**src/rtl/rle_block_sequencer_pkg.sv**
```systemverilog
// Shared types for the RLE block sequencer: FSM states, symbol record and
// the two fixed symbols (ZRL, EOB).
package rle_block_sequencer_pkg;
    localparam int BLK_LEN = 64;
    localparam int IDX_W   = $clog2(BLK_LEN);
    localparam logic [3:0] ZRL_RUN = 4'd15;

    typedef enum logic [2:0] {IDLE, CLEAR, FETCH, DRAIN, FLUSH, DONE} state_t;

    typedef struct packed {
        logic [3:0] run;
        logic [7:0] value;
        logic       eob;
    } sym_t;

    localparam sym_t SYM_ZRL = '{run: ZRL_RUN, value: 8'd0, eob: 1'b0};
    localparam sym_t SYM_EOB = '{run: 4'd0,    value: 8'd0, eob: 1'b1};
endpackage

```
**src/rtl/rle_block_sequencer_if.sv**
```systemverilog
// Symbol stream towards the Huffman stage: valid/ready handshake.
interface rle_block_sequencer_if;
    logic [3:0] sym_run;
    logic [7:0] sym_value;
    logic       sym_eob;
    logic       sym_valid;
    logic       sym_ready;

    modport master (output sym_run, sym_value, sym_eob, sym_valid, input sym_ready);
    modport slave  (input sym_run, sym_value, sym_eob, sym_valid, output sym_ready);
endinterface

```
**src/rtl/rle_block_sequencer_skid.sv**
```systemverilog
// Output holding register plus ZRL-pending counter; a real symbol waits in
// r_hold while the pending ZRLs ahead of it are handed out one by one.
module rle_sym_skid
    import rle_block_sequencer_pkg::*;
(
    input  logic clk,
    input  logic rst,
    input  logic i_in_vld,
    input  sym_t i_in,
    input  logic i_eob,
    input  logic i_clr_pend,
    output logic o_stall,
    output logic o_out_free,
    output logic o_empty,
    rle_block_sequencer_if.master sym
);
    sym_t       r_out, r_hold, w_out_n, w_hold_n, w_src;
    logic       r_out_vld, r_hold_vld, w_out_vld_n, w_hold_vld_n;
    logic [1:0] r_pend, w_pend_n;
    logic       w_in_zrl, w_in_sym, w_src_vld;

    assign w_in_zrl   = i_in_vld & (i_in.run == ZRL_RUN) & (i_in.value == 8'd0);
    assign w_in_sym   = i_in_vld & ~w_in_zrl;
    // An incoming symbol never meets a full hold slot: the front end was
    // stalled in every cycle that could have produced one.
    assign w_src_vld  = r_hold_vld | w_in_sym;
    assign w_src      = r_hold_vld ? r_hold : i_in;
    assign o_out_free = ~r_out_vld | sym.sym_ready;
    assign o_stall    = (r_out_vld & ~sym.sym_ready) | ((r_pend != 2'd0) & w_src_vld);
    assign o_empty    = ~r_out_vld & ~r_hold_vld;

    always_comb begin
        w_out_n      = r_out;
        w_out_vld_n  = r_out_vld & ~sym.sym_ready;
        w_hold_n     = r_hold;
        w_hold_vld_n = r_hold_vld;
        w_pend_n     = r_pend;
        if (w_in_zrl && r_pend != 2'd3) w_pend_n = r_pend + 2'd1;
        if (w_in_sym) begin
            w_hold_n     = i_in;
            w_hold_vld_n = 1'b1;
        end
        if (o_out_free) begin
            if (i_eob) begin
                w_out_n     = SYM_EOB;
                w_out_vld_n = 1'b1;
            end else if (w_src_vld && r_pend != 2'd0) begin
                w_out_n     = SYM_ZRL;
                w_out_vld_n = 1'b1;
                w_pend_n    = r_pend - 2'd1;
            end else if (w_src_vld) begin
                w_out_n      = w_src;
                w_out_vld_n  = 1'b1;
                w_hold_vld_n = 1'b0;
            end
        end
        if (i_clr_pend) w_pend_n = 2'd0;
    end

    always_ff @(posedge clk or negedge rst) begin
        if (!rst) begin
            r_out      <= '0;
            r_out_vld  <= 1'b0;
            r_hold     <= '0;
            r_hold_vld <= 1'b0;
            r_pend     <= 2'd0;
        end else begin
            r_out      <= w_out_n;
            r_out_vld  <= w_out_vld_n;
            r_hold     <= w_hold_n;
            r_hold_vld <= w_hold_vld_n;
            r_pend     <= w_pend_n;
        end
    end

    assign sym.sym_run   = r_out.run;
    assign sym.sym_value = r_out.value;
    assign sym.sym_eob   = r_out.eob;
    assign sym.sym_valid = r_out_vld;
endmodule

```
**src/rtl/rle_block_sequencer.sv**
```systemverilog
// Walks one 8x8 block out of BRAM, peels off DC, feeds AC through the RLE
// engine and hands the symbols to the skid stage; everything freezes on stall.
module rle_block_sequencer
    import rle_block_sequencer_pkg::*;
#(
    parameter int ADDR_W   = 10,
    parameter int BRAM_LAT = 2
) (
    input  logic              clk,
    input  logic              rst,
    input  logic              i_start,
    input  logic [ADDR_W-1:0] i_base_addr,
    output logic              o_busy,
    output logic              o_done,
    output logic              o_bram_en,
    output logic [ADDR_W-1:0] o_bram_addr,
    input  logic [7:0]        i_bram_dout,
    output logic              o_rle_ce,
    output logic              o_rle_clr,
    output logic [7:0]        o_rle_pixel,
    input  logic [3:0]        i_rle_num_0s,
    input  logic [7:0]        i_rle_value,
    input  logic              i_rle_valid,
    output logic [7:0]        o_dc_value,
    output logic              o_dc_valid,
    rle_block_sequencer_if.master sym
);
    localparam logic [IDX_W-1:0] LAST_IDX = IDX_W'(BLK_LEN - 1);

    state_t                           r_state, w_next;
    logic [ADDR_W-1:0]                r_base;
    logic [IDX_W-1:0]                 r_idx;
    logic [BRAM_LAT:1]                r_vld_pipe;
    logic [BRAM_LAT:1][IDX_W-1:0]     r_idx_pipe;
    logic                             r_ce_d, r_last_nz, r_eob_done, r_dc_valid;
    logic [7:0]                       r_dc_value;
    logic                             w_stall, w_out_free, w_skid_empty, w_issue, w_dc_cap;
    logic                             w_head_vld, w_pipe_busy, w_eob_push, w_clr_pend, w_in_vld;
    logic [IDX_W-1:0]                 w_head_idx;
    sym_t                             w_in_sym;

    assign w_head_vld  = r_vld_pipe[BRAM_LAT];
    assign w_head_idx  = r_idx_pipe[BRAM_LAT];
    assign w_pipe_busy = |r_vld_pipe;
    assign w_issue     = (r_state == FETCH) & ~w_stall;
    assign w_dc_cap    = ~w_stall & w_head_vld & (w_head_idx == '0);
    assign o_rle_ce    = ~w_stall & w_head_vld & (w_head_idx != '0);
    assign o_rle_pixel = o_rle_ce ? i_bram_dout : 8'd0;
    assign o_rle_clr   = (r_state == CLEAR);
    // BRAM output only moves with bram_en, so it is kept high while draining.
    assign o_bram_en   = ~w_stall & ((r_state == FETCH) | ((r_state == DRAIN) & w_pipe_busy));
    assign o_bram_addr = r_base + ADDR_W'(r_idx);
    assign o_busy      = (r_state != IDLE);
    assign o_done      = (r_state == DONE);
    assign o_dc_value  = r_dc_value;
    assign o_dc_valid  = r_dc_valid;

    assign w_in_vld   = r_ce_d & i_rle_valid;
    assign w_in_sym   = '{run: i_rle_num_0s, value: i_rle_value, eob: 1'b0};
    assign w_eob_push = (r_state == FLUSH) & ~r_last_nz & ~r_eob_done & w_out_free;
    assign w_clr_pend = (r_state == CLEAR) | (r_state == FLUSH);

    always_comb begin
        w_next = r_state;
        case (r_state)
            IDLE:  if (i_start) w_next = CLEAR;
            CLEAR: w_next = FETCH;
            FETCH: if (w_issue && r_idx == LAST_IDX) w_next = DRAIN;
            DRAIN: if (!w_pipe_busy && !r_ce_d && w_skid_empty) w_next = FLUSH;
            FLUSH: if ((r_last_nz || r_eob_done) && w_skid_empty) w_next = DONE;
            DONE:  w_next = IDLE;
            default: w_next = IDLE;
        endcase
    end

    always_ff @(posedge clk or negedge rst) begin
        if (!rst) begin
            r_state    <= IDLE;
            r_base     <= '0;
            r_idx      <= '0;
            r_vld_pipe <= '0;
            r_idx_pipe <= '0;
            r_ce_d     <= 1'b0;
            r_last_nz  <= 1'b0;
            r_eob_done <= 1'b0;
            r_dc_value <= 8'd0;
            r_dc_valid <= 1'b0;
        end else begin
            r_state    <= w_next;
            r_ce_d     <= o_rle_ce;
            r_dc_valid <= w_dc_cap;
            if (r_state == IDLE && i_start) r_base <= i_base_addr;
            if (r_state == CLEAR) begin
                r_idx      <= '0;
                r_last_nz  <= 1'b0;
                r_eob_done <= 1'b0;
            end else begin
                if (w_issue) r_idx <= r_idx + 1'b1;
                if (w_eob_push) r_eob_done <= 1'b1;
                if (o_rle_ce && w_head_idx == LAST_IDX && i_bram_dout != 8'd0) r_last_nz <= 1'b1;
            end
            if (w_dc_cap) r_dc_value <= i_bram_dout;
            if (!w_stall) begin
                for (int s = BRAM_LAT; s > 1; s--) begin
                    r_vld_pipe[s] <= r_vld_pipe[s-1];
                    r_idx_pipe[s] <= r_idx_pipe[s-1];
                end
                r_vld_pipe[1] <= w_issue;
                r_idx_pipe[1] <= r_idx;
            end
        end
    end

    rle_sym_skid u_skid (
        .clk        (clk),
        .rst        (rst),
        .i_in_vld   (w_in_vld),
        .i_in       (w_in_sym),
        .i_eob      (w_eob_push),
        .i_clr_pend (w_clr_pend),
        .o_stall    (w_stall),
        .o_out_free (w_out_free),
        .o_empty    (w_skid_empty),
        .sym        (sym)
    );
endmodule

```
**src/flat_wrapper.sv**
```systemverilog
// flat-port wrapper written by rule: the top's interface ports become plain ports
module rle_block_sequencer_flat import rle_block_sequencer_pkg::*;
#(
    parameter int ADDR_W   = 10,
    parameter int BRAM_LAT = 2
)
  (clk, rst, i_start, i_base_addr, o_busy, o_done, o_bram_en, o_bram_addr, i_bram_dout, o_rle_ce, o_rle_clr, o_rle_pixel, i_rle_num_0s, i_rle_value, i_rle_valid, o_dc_value, o_dc_valid, sym_sym_run, sym_sym_value, sym_sym_eob, sym_sym_valid, sym_sym_ready);
  rle_block_sequencer_if sym_i ();
  input  logic clk;
  input  logic rst;
  input  logic i_start;
  input  logic [ADDR_W-1:0] i_base_addr;
  output logic o_busy;
  output logic o_done;
  output logic o_bram_en;
  output logic [ADDR_W-1:0] o_bram_addr;
  input  logic [7:0] i_bram_dout;
  output logic o_rle_ce;
  output logic o_rle_clr;
  output logic [7:0] o_rle_pixel;
  input  logic [3:0] i_rle_num_0s;
  input  logic [7:0] i_rle_value;
  input  logic i_rle_valid;
  output logic [7:0] o_dc_value;
  output logic o_dc_valid;
  output wire logic [$bits(sym_i.sym_run)-1:0] sym_sym_run;
  output wire logic [$bits(sym_i.sym_value)-1:0] sym_sym_value;
  output wire logic [$bits(sym_i.sym_eob)-1:0] sym_sym_eob;
  output wire logic [$bits(sym_i.sym_valid)-1:0] sym_sym_valid;
  input wire logic [$bits(sym_i.sym_ready)-1:0] sym_sym_ready;
  assign sym_sym_run = sym_i.sym_run;
  assign sym_sym_value = sym_i.sym_value;
  assign sym_sym_eob = sym_i.sym_eob;
  assign sym_sym_valid = sym_i.sym_valid;
  assign sym_i.sym_ready = sym_sym_ready;
  rle_block_sequencer #(.ADDR_W(ADDR_W), .BRAM_LAT(BRAM_LAT)) u_core (.clk(clk), .rst(rst), .i_start(i_start), .i_base_addr(i_base_addr), .o_busy(o_busy), .o_done(o_done), .o_bram_en(o_bram_en), .o_bram_addr(o_bram_addr), .i_bram_dout(i_bram_dout), .o_rle_ce(o_rle_ce), .o_rle_clr(o_rle_clr), .o_rle_pixel(o_rle_pixel), .i_rle_num_0s(i_rle_num_0s), .i_rle_value(i_rle_value), .i_rle_valid(i_rle_valid), .o_dc_value(o_dc_value), .o_dc_valid(o_dc_valid), .sym(sym_i));
endmodule
```
**config.mk**
```make
export PLATFORM = sky130hd
export DESIGN_NAME = rle_block_sequencer_flat
export DESIGN_NICKNAME = d
export VERILOG_FILES = /design/src/rtl/rle_block_sequencer_pkg.sv /design/src/rtl/rle_block_sequencer_if.sv /design/src/rtl/rle_block_sequencer_skid.sv /design/src/rtl/rle_block_sequencer.sv /design/src/flat_wrapper.sv
export SDC_FILE = /design/constraint.sdc
export NUM_CORES = 1
export LEC_CHECK = 0
export ABC_CLOCK_PERIOD_IN_PS = 3600
export BUFFER_PORTS_ARGS = -buffer_cell sky130_fd_sc_hd__buf_2
export CORE_MARGIN = 5
export CORE_UTILIZATION = 45
export CTS_CLUSTER_DIAMETER = 150
export CTS_CLUSTER_SIZE = 30
export DETAILED_ROUTE_END_ITERATION = 10
export PLACE_DENSITY = 0.64
export SLEW_MARGIN = 25
export SYNTH_ARGS = -nofsm -noshare
export SYNTH_HDL_FRONTEND = slang
export SYNTH_SLANG_ARGS = --single-unit
```
**constraint.sdc**
```tcl
create_clock -name clk -period 3.6 [get_ports clk]
set_clock_uncertainty 0.2 [all_clocks]
set_input_delay 0.36 -clock clk [delete_from_list [all_inputs] [get_ports clk]]
set_output_delay 0.36 -clock clk [all_outputs]
set_load 0.01 [all_outputs]
```
==> flow_summary.json, run 1 <==
{
  "irDropWorstVdd_mv": 0.442,
  "track_usage": 0.175,
  "met3_usage": 0.0455,
  "synth_area_leaders": "dfrtp_1 (49%), nand2_1 (9.8%), mux2_2 (5.4%), o21ai_0 (4.0%), ha_1 (3.0%)",
  "report.final.slew_viol_count": 0,
  "min_period_ns": 3.22,
  "yosysWarnings": 0,
  "die_h_um": 101,
  "post_cts_buffers": 0,
  "synth.distinct_cells": 48,
  "grt_pass1_vias": 3004,
  "worstSetupPathType": "flip-flop to primary output",
  "synth_edf_count": 0,
  "design.die.area_sq_mm": 0.0102,
  "critPathSlowestCell": "or4b_2",
  "drtIter0Drc": 165,
  "worst_pin_slew_ns": 0.855,
  "met2_usage": 0.273,
  "required_ns": 3.04,
  "area_growth_pct": 18.9,
  "drive_above_1_share": 0.261,
  "finalHoldViolCount": 0,
  "drt.antenna.violating_nets": 0,
  "viasPerCell": 5.22,
  "clock-root-buffer": "clkbuf_8",
  "finalSetupTns_ns": 0,
  "dr_total_vias": 3062,
  "drv_cap": 0,
  "rsz0062_at_grt": "false",
  "num_antenna_cells": 0,
  "grt-busiest-layer": "met2",
  "clock_latency_ns": 0.35,
  "cts_made_buffers": 9,
  "rows": 33,
  "postLayoutCoreUtil": 0.544,
  "dpl.hpwl_um": 6080,
  "cts_tree": "built",
  "cts.clk_slew.worst_paths_ns": 0.09,
  "firstDrtPassIters": 4,
  "antenna_found_initial": 0,
  "crit_fanout": 7,
  "ys_seq_area_frac": 0.495,
  "power.internal_mw": 2.37,
  "dieWidth_um": 101,
  "port_buffers": 80,
  "max_stage_delay_ns": 0.64,
  "synth_ff_type": "dfrtp_1",
  "syn_area_per_cell_sq_um": 9.42,
  "mostFrequentLayoutCell": "nand2_1",
  "crit_chain": "ha_1 -> inv_1 -> fa_1 -> nor2b_1 -> o21ai_0 -> a21boi_0 -> or4b_2 -> nand3_1 -> buf_2",
  "synth_cells": 397,
  "cts_resized": 0,
  "fin_hold_ws_ns": 0.0143,
  "synthArstFlopShare": 1.00,
  "clock_sinks": 74,
  "min_path_type": "input pin to flip-flop",
  "global_route.usage.met1": 0.246,
  "grt_max_degree": 75,
  "leakagePower_nw": 2.19,
  "synth_top_area_share": 0.495,
  "setup_violations": 0,
  "drcViolationCount": 0,
  "synth_top_cell_by_area": "dfrtp_1",
  "grt_pass1_wl_um": 14400,
  "pwr-share-clk": 0.156,
  "status": "completed",
  "fin_nets": 522,
  "final.setup.worst_slack_ns": 0.378,
  "ys_seq_elements": 74,
  "post_dp_cell_area_sq_mm": 0.00424,
  "fmax_ghz": 0.310,
  "gp_congestion": 0.807,
  "final_cell_area_sq_mm": 0.00445,
  "htreeDepth": 3,
  "power_density_mw_per_mm2": 919,
  "ctsLongestPathBuffers": 2,
  "syn_area_sq_mm": 0.00374,
  "cp-end-kind": "primary output",
  "swShare": 0.420,
  "fin_crit_sh": 0.895,
  "slew_headroom": 0.428,
  "p_sw_mw": 1.72,
  "start_kind": "flip-flop",
  "final_cell_mix": "nand2_1 (98), buf_2 (80), dfrtp_1 (74)",
  "core_area_sq_mm": 0.00818,
  "syn_nets": 442,
  "start_util": 0.458,
  "crit_family": "simple AND/OR/NAND/NOR gates",
  "power.share.combinational": 0.468,
  "pre_cts_ws_ns": 0.654,
  "wirelength_um": 8430,
  "grt_overflow": 0,
  "seq_power_share": 0.376,
  "arrival_ns": 2.66,
  "path_buf_inv": 2,
  "ios": 81,
  "wl_per_cell_um": 14.4
}
[area by class of cell]
class                   instances  area, sq um
repair buffers                 84          437
inverters                      14         52.6
well taps                     105          131
fillers                       784         3730
flip-flops and latches         74         1850
clock buffers                  10          128
multi-input cells             294         1780
clock inverters                 6         66.3
[per-stage QoR]
| stage | std cells | power [mW] |
|---|---|---|
| CTS | 586 | 4.14 |
| global placement | 570 | 3.42 |
| detailed placement | 570 | 3.48 |
| finish | 587 | 4.09 |
| global route | 587 | 4.47 |
| floorplan | 397 | 2.82 |
[final timing paths]
| path | to | from | depth (start not counted) | slack (ns) |
|---|---|---|---|---|
| setup / recovery | o_bram_addr[8] | u_core.r_idx[0] | 9 | 0.38 |
| hold / removal | u_core.u_skid.r_hold[6] | i_rle_value[5] | 3 | 0.01 |
| setup reg to reg | u_core.o_dc_value[6] | u_core.u_skid.r_pend[0] | 7 | 0.85 |
| max in group asynchronous | u_core.w_head_idx[2] | rst | 3 | 2.30 |
| hold reg to reg | u_core.w_head_idx[4] | u_core.r_idx_pipe[4] | 2 | 0.28 |
| min in group asynchronous | u_core.o_dc_value[2] | rst | 3 | 0.46 |
[state kept, by name (all words and copies together) (netlist names), 2 cells and up]
register / count
u_core.o_dc_value: 8
u_core.r_base: 10
u_core.r_idx: 6
u_core.r_idx_pipe: 6
u_core.r_state: 3
u_core.r_vld_pipe: 2
u_core.u_skid.r_hold: 12
u_core.u_skid.r_pend: 2
u_core.u_skid.sym.sym_run: 4
u_core.u_skid.sym.sym_value: 8
u_core.w_head_idx: 6
[worst reg2reg max path, cell delays in order (launching register included)]
cell,delay (ns)
dfrtp_1,0.41
inv_1,0.07
ha_1,0.35
inv_1,0.10
a21oi_1,0.34
o21ai_2,0.32
nor3_4,0.46
mux2_2,0.39
[cell usage after synthesis, types with 3 or more instances]
cell type / instances
nand2_1: 98
dfrtp_1: 74
o21ai_0: 30
nor2_1: 22
mux2_2: 18
inv_1: 14
a21oi_1: 13
clkbuf_1: 11
and2_1: 10
ha_1: 9
mux2i_1: 8
nor3b_1: 8
nand3_1: 7
nand2b_1: 5
nor3_1: 5
and3_1: 4
nand4_1: 4
xnor2_1: 4
a211oi_1: 3
a21o_1: 3
nor2b_1: 3
nor4_1: 3
o211ai_1: 3
[timing repair]
item / CTS / global route
endpoints found under the hold margin: 0 / 45
hold buffers: 0 / 1
setup endpoints to repair: 0 / 0
[kinds of logic (layout without fill, tap and decap cells)]
group,after synthesis,after routing,share of synthesized area
and+or+nand+nor,183,183,0.236
DFF,74,74,0.495
AOI/OAI and AO/OA,70,70,0.117
buffers and inverters,29,114,0.0298
muxes,26,26,0.0756
adders and majority gates,10,10,0.0355
xor gates and xnor gates,5,5,0.0117
[routing by layer]
metal | up-vias | part of all wire
li1 | 1533 | -
met1 | 1444 | 0.47
met2 | 80 | 0.46
met3 | 5 | 0.061
met4 | 0 | 0.0078
met5 | - | 0
[power groups by stage]
stage | combinational [mW] | sequential [mW] | clock [mW]
floorplan | 1.34 | 1.49 | 0
global placement | 1.89 | 1.54 | 0
detailed placement | 1.93 | 1.56 | 0
CTS | 1.94 | 1.54 | 0.665
global route | 2.17 | 1.60 | 0.702
finish | 1.91 | 1.54 | 0.638
Power figures use the tool's default switching activity.
==> run 2: changes to the inputs <==
--- a/config.mk
+++ b/config.mk
@@ -7,6 +7,7 @@
 export LEC_CHECK = 0
 export ABC_CLOCK_PERIOD_IN_PS = 3600
 export BUFFER_PORTS_ARGS = -buffer_cell sky130_fd_sc_hd__buf_2
+export CORE_ASPECT_RATIO = 1.2
 export CORE_MARGIN = 5
 export CORE_UTILIZATION = 45
 export CTS_CLUSTER_DIAMETER = 150
==> run 2 against run 1 <==
  * Combinational power hardly changed
  * Maximum frequency is 1.3% lower
  * Design area hardly changed
  * Hold slack better by 0.0072 ns
  * Global-route usage is 0.075 points higher
  * Critical path depth stayed put
  * Final cell count is 1.5% lower
  * Sequential share of layout area hardly changed
  * Clock power hardly changed
  * Setup slack worse by 0.044 ns
  * Sequential power hardly changed
  * First-iteration DRC count is 19% lower
  * Critical path type unchanged
  * Largest power group unchanged
==> flow_summary.json, run 2 (synthesized netlist as in run 1, its figures left out) <==
{
  "drv_cap": 0,
  "ctsLongestPathBuffers": 2,
  "ios": 81,
  "fmax_ghz": 0.306,
  "grt_pass1_wl_um": 14200,
  "hold_path_end": "u_core.r_base[6]",
  "p_sw_mw": 1.71,
  "max_stage_delay_ns": 0.64,
  "htreeDepth": 3,
  "seq_power_share": 0.378,
  "pre_cts_ws_ns": 0.679,
  "multiInputGateArea_sq_mm": 0.00178,
  "cts.clk_slew.worst_paths_ns": 0.08,
  "r2r_slack_ns": 0.85,
  "dr_total_vias": 3046,
  "drt.antenna.violating_nets": 0,
  "irDropWorstVdd_mv": 0.357,
  "wirelength_um": 8420,
  "track_usage": 0.176,
  "critPathSlowestCell": "or4b_2",
  "hp-start": "i_base_addr[6]",
  "cts_made_buffers": 9,
  "grt_overflow": 0,
  "worst_pin_slew_ns": 0.780,
  "report.final.slew_viol_count": 0,
  "gp_congestion": 0.800,
  "cts_tree": "built",
  "r2r-start": "u_core.u_skid.r_pend[0]",
  "clock-root-buffer": "clkbuf_8",
  "wl_per_cell_um": 14.6,
  "final.setup.worst_slack_ns": 0.334,
  "crit_chain": "ha_1 -> inv_1 -> fa_1 -> nor2b_1 -> o21ai_0 -> a21boi_0 -> or4b_2 -> nand3_1 -> buf_2",
  "status": "completed",
  "fin_crit_sh": 0.907,
  "area_growth_pct": 19.0,
  "max_flop_register": "u_core.u_skid.r_hold",
  "cp-end-kind": "primary output",
  "regArea_sq_mm": 0.00185,
  "antenna_found_initial": 0,
  "dpl.hpwl_um": 6180,
  "clock_latency_ns": 0.35,
  "rsz0062_at_grt": "false",
  "mostFrequentLayoutCell": "nand2_1",
  "drive_above_1_share": 0.263,
  "port_buffers": 80,
  "r2r_cells": 7,
  "crit_fanout": 7,
  "r2r-end": "u_core.o_dc_value[4]",
  "setup_violations": 0,
  "largest_reg_flops": 12,
  "worstSetupPathType": "flip-flop to primary output",
  "die_h_um": 110,
  "required_ns": 3.04,
  "drcViolationCount": 0,
  "grt_max_degree": 42,
  "drtIter0Drc": 133,
  "core_area_sq_mm": 0.00811,
  "viasPerCell": 5.27,
  "clock_sinks": 74,
  "arrival_ns": 2.71,
  "fin_hold_ws_ns": 0.0215,
  "finalHoldViolCount": 0,
  "crit_family": "simple AND/OR/NAND/NOR gates",
  "global_route.usage.met1": 0.234,
  "met2_usage": 0.278,
  "met3_usage": 0.0438,
  "start_util": 0.461,
  "dieWidth_um": 93.2,
  "min_period_ns": 3.27,
  "rows": 36,
  "power.share.combinational": 0.466,
  "power_density_mw_per_mm2": 917,
  "pwr-share-clk": 0.156,
  "firstDrtPassIters": 4,
  "final_cell_mix": "nand2_1 (98), buf_2 (80), dfrtp_1 (74)",
  "fin_nets": 523,
  "start_kind": "flip-flop",
  "design.die.area_sq_mm": 0.0102,
  "power.internal_mw": 2.37,
  "cts_resized": 0,
  "slew_headroom": 0.480,
  "p_total_mw": 4.08,
  "min_path_type": "input pin to flip-flop",
  "num-fill-cells": 751,
  "largestRegisters": "u_core.u_skid.r_hold: 12 flops, u_core.r_base: 10 flops",
  "swShare": 0.419,
  "holdPathStages": 3,
  "num_antenna_cells": 0,
  "leakagePower_nw": 2.20,
  "path_buf_inv": 2,
  "grt-busiest-layer": "met2",
  "finalSetupTns_ns": 0,
  "grt_pass1_vias": 2966
}
run 2: cell types whose count changed in the layout (fill, tap and decap cells not counted), sizes merged:
cell  change
buf       +1
run 2: layout make-up:
cell class	count	share of cell area
flip-flops and latches	74	0.416
multi-input cells	294	0.400
repair buffers	85	0.102
clock buffers	10	0.0287
well taps	95	0.0267
clock inverters	6	0.0149
inverters	14	0.0118
run 2: worst register-to-register path: stages, from the launching register on:
cell and delay, ns:
dfrtp_1 0.41, inv_1 0.07, ha_1 0.34, inv_1 0.10, a21oi_1 0.34, o21ai_2 0.31
nor3_4 0.48, mux2_2 0.39
run 2: routing by layer:
| metal | up-vias | routed length (um) | share of wire |
|---|---|---|---|
| met5 | - | 0 | 0 |
| met4 | 0 | 107 | 0.013 |
| met3 | 7 | 485 | 0.058 |
| met2 | 82 | 3970 | 0.47 |
| met1 | 1434 | 3850 | 0.46 |
| li1 | 1523 | - | - |
run 2: worst max-delay path by stage:
stage	startpoint	to	slack, ns	cells after the start
2_1_floorplan	i_rle_value[3]	o_rle_pixel[0]	1.02	6
3_3_place_gp	i_rle_value[0]	u_core.o_dc_value[7]	0.76	6
3_5_place_dp	i_rle_value[0]	u_core.o_dc_value[4]	0.68	6
4_1_cts	u_core.r_idx[0]	o_bram_addr[8]	0.33	9
5_1_grt	u_core.r_idx[0]	o_bram_addr[8]	0.11	9
6_report	u_core.r_idx[0]	o_bram_addr[8]	0.33	9
run 2: stage by stage:
stage | utilization | instances | cell area [sq um]
2_1_floorplan | - | 397 | 3740
3_3_place_gp | 0.523 | 561 | 4240
3_5_place_dp | 0.523 | 561 | 4240
4_1_cts | 0.549 | 578 | 4450
5_1_grt | 0.549 | 578 | 4450
6_report | 0.549 | 578 | 4450
run 2: power by group through the flow:
| stage | Combinational (mW) | Clock (mW) | Sequential, mW |
|---|---|---|---|
| after floorplan | 1.34 | 0 | 1.49 |
| after global placement | 1.89 | 0 | 1.54 |
| after detailed placement | 1.93 | 0 | 1.55 |
| after CTS | 1.93 | 0.653 | 1.54 |
| after global routing | 2.16 | 0.691 | 1.60 |
| final | 1.90 | 0.637 | 1.54 |
run 2: repair_timing:
item | 4_1_cts | 5_1_grt
hold buffers | 1 | 0
endpoints found under the setup margin | 0 | 0
setup buffers | 0 | 0
endpoints found under the hold margin | 33 | 0
==> run 3: changes to the inputs <==
--- a/config.mk
+++ b/config.mk
@@ -5,10 +5,10 @@
 export SDC_FILE = /design/constraint.sdc
 export NUM_CORES = 1
 export LEC_CHECK = 0
+export ABC_AREA = 1
 export ABC_CLOCK_PERIOD_IN_PS = 3600
 export BUFFER_PORTS_ARGS = -buffer_cell sky130_fd_sc_hd__buf_2
-export CORE_ASPECT_RATIO = 1.2
-export CORE_MARGIN = 5
+export CORE_ASPECT_RATIO = 0.75
 export CORE_UTILIZATION = 45
 export CTS_CLUSTER_DIAMETER = 150
 export CTS_CLUSTER_SIZE = 30
==> run 3 against run 2 <==
  * Die area fell by 16%
  * Core utilization rose by 1.7 points
  * Global-route usage grew 2.8 points
  * Routed wire length shrank 4.9%
  * Final cell count grew 8.1%
  * Via count is 0.85% higher
  * Sequential power fell by 15%
==> flow_summary.json, run 3 <==
{
  "status": "completed",
  "final_cell_mix": "nand2_1 (93), buf_2 (80), dfrtp_1 (74)",
  "drv_cap": 0,
  "ctsLongestPathBuffers": 2,
  "ios": 81,
  "synthMuxAreaShare": 0.0242,
  "core_area_sq_mm": 0.00795,
  "arrival_ns": 2.58,
  "required_ns": 3.04,
  "antenna_found_initial": 0,
  "max_flop_register": "u_core.u_skid.r_hold",
  "max_stage_delay_ns": 0.41,
  "report.final.slew_viol_count": 0,
  "ys_seq_area_frac": 0.497,
  "grt_max_degree": 66,
  "crit_chain": "ha_1 -> inv_1 -> fa_1 -> o21ai_0 -> a21oi_1 -> o21ai_0 -> nand3_1 -> xor2_1 -> buf_2",
  "clock_sinks": 74,
  "drtIter0Drc": 183,
  "syn_nets": 476,
  "rows": 28,
  "track_usage": 0.204,
  "grt_pass1_vias": 2853,
  "wirelength_um": 8010,
  "fin_nets": 560,
  "start_kind": "flip-flop",
  "setup_violations": 0,
  "met3_usage": 0.0482,
  "yosysMostFrequentCell": "nand2_1",
  "num_antenna_cells": 0,
  "largestRegisters": "u_core.u_skid.r_hold: 12 flops, u_core.r_base: 10 flops",
  "min_path_type": "input pin to flip-flop",
  "syn_area_sq_mm": 0.00372,
  "synth.distinct_cells": 36,
  "die_h_um": 80.8,
  "slew_headroom": 0.625,
  "power_density_mw_per_mm2": 784,
  "synth_cells": 431,
  "drt.antenna.violating_nets": 0,
  "dieWidth_um": 107,
  "synth_ff_type": "dfrtp_1",
  "synth-xor-area-share": 0.0235,
  "start_util": 0.468,
  "path_buf_inv": 2,
  "dr_total_vias": 3072,
  "largest_reg_flops": 12,
  "cts_tree": "built",
  "synth_simple_gate_area_frac": 0.190,
  "finalHoldViolCount": 0,
  "worstSetupPathType": "flip-flop to primary output",
  "critPathSlowestCell": "dfrtp_1",
  "synth_top_family_by_area": "simple AND/OR/NAND/NOR gates",
  "postLayoutCoreUtil": 0.566,
  "final.setup.worst_slack_ns": 0.462,
  "cts_resized": 0,
  "clock-root-buffer": "clkbuf_8",
  "synth_top_cell_by_area": "dfrtp_1",
  "irDropWorstVdd_mv": 0.380,
  "global_route.usage.met1": 0.286,
  "pre_cts_ws_ns": 0.865,
  "fin_crit_sh": 0.872,
  "synth_top_area_share": 0.497,
  "synthArstFlopShare": 1.00,
  "hold_buffers": 1,
  "crit_top_cell": "o21ai_0",
  "num-fill-cells": 730,
  "multiInputGateArea_sq_mm": 0.00154,
  "design.die.area_sq_mm": 0.00865,
  "gp_congestion": 0.854,
  "worst_pin_slew_ns": 0.561,
  "port_buffers": 80,
  "cts_made_buffers": 9,
  "synth_edf_count": 0,
  "ys_top_cells_by_count": "nand2_1 (93), dfrtp_1 (74), inv_1 (66)",
  "rsz0062_at_grt": "false",
  "yosysWarnings": 0,
  "viasPerCell": 4.92,
  "syn_area_per_cell_sq_um": 8.64,
  "ys_seq_elements": 74,
  "synth-compound-area-share": 0.139,
  "crit_family": "compound AO/OA/AOI/OAI gates",
  "finalSetupTns_ns": 0,
  "grt-busiest-layer": "met2",
  "crit_fanout": 4,
  "cp-end-kind": "primary output",
  "met2_usage": 0.314,
  "clock_latency_ns": 0.35,
  "firstDrtPassIters": 4,
  "yosys.area_share.adder": 0.0356,
  "drive_above_1_share": 0.252,
  "wl_per_cell_um": 12.8,
  "dpl.hpwl_um": 5850,
  "regArea_sq_mm": 0.00185,
  "synth_area_leaders": "dfrtp_1 (50%), nand2_1 (9.4%), inv_1 (6.7%), o21ai_0 (4.0%), nor2_1 (3.2%)",
  "htreeDepth": 3,
  "fmax_ghz": 0.319,
  "grt_overflow": 0,
  "area_growth_pct": 20.9,
  "drcViolationCount": 0,
  "cts.clk_slew.worst_paths_ns": 0.07,
  "mostFrequentLayoutCell": "nand2_1",
  "grt_pass1_wl_um": 13600,
  "post_cts_buffers": 0,
  "min_period_ns": 3.14,
  "leakagePower_nw": 2.43
}
## run 3: routing by layer
| metal | up-vias | part of all wire | routed length, um |
|---|---|---|---|
| li1 | 1555 | - | - |
| met1 | 1423 | 0.51 | 4060 |
| met2 | 90 | 0.43 | 3470 |
| met3 | 4 | 0.054 | 433 |
| met4 | 0 | 0.0054 | 43 |
| met5 | - | 0 | 0 |
## run 3: path summary, 6_finish.rpt
kind,from,to,slack (ns),cells after the start
max,u_core.r_idx[0],o_bram_addr[8],0.46,9
min,i_base_addr[6],u_core.r_base[6],0.04,2
max reg2reg,u_core.r_ce_d,u_core.r_idx[2],1.14,15
min reg2reg,u_core.r_idx_pipe[2],u_core.w_head_idx[2],0.28,2
max in group asynchronous,rst,u_core.r_idx[0],2.38,3
min in group asynchronous,rst,u_core.o_dc_value[0],0.21,2
## run 3: layout make-up
class / count / share of cell area
inverter: 74 / 0.0620
timing repair buffer: 83 / 0.0973
clock buffer: 11 / 0.0314
tap: 105 / 0.0292
sequential: 74 / 0.411
multi-input combinational: 273 / 0.341
clock inverter: 5 / 0.0278
## run 3: logic make-up (layout without fill, tap and decap cells)
kind of cell               count (synthesis)  in the layout
AOI/OAI and AO/OA                         86             86
buffers and inverters                     84            173
muxes                                      8              8
DFF                                       74             74
adders and majority gates                 10             10
and+or+nand+nor                          159            159
xor gates and xnor gates                  10             10
## run 3: through the flow
step	cell area [sq um]	instances	total power, mW	hold WS [ns]
after floorplan	3720	431	2.24	-0.136
after global placement	4230	608	2.67	0.0454
after detailed placement	4230	608	2.70	0.0449
after CTS	4500	625	3.56	0.0270
after global routing	4500	625	3.79	0.0272
final	4500	625	3.53	0.0406
## run 3: power by group
group | leakage (nW) | internal (mW) | switching [mW]
combinational | 1.35 | 0.546 | 0.823
sequential | 0.955 | 1.13 | 0.182
clock | 0.134 | 0.549 | 0.303
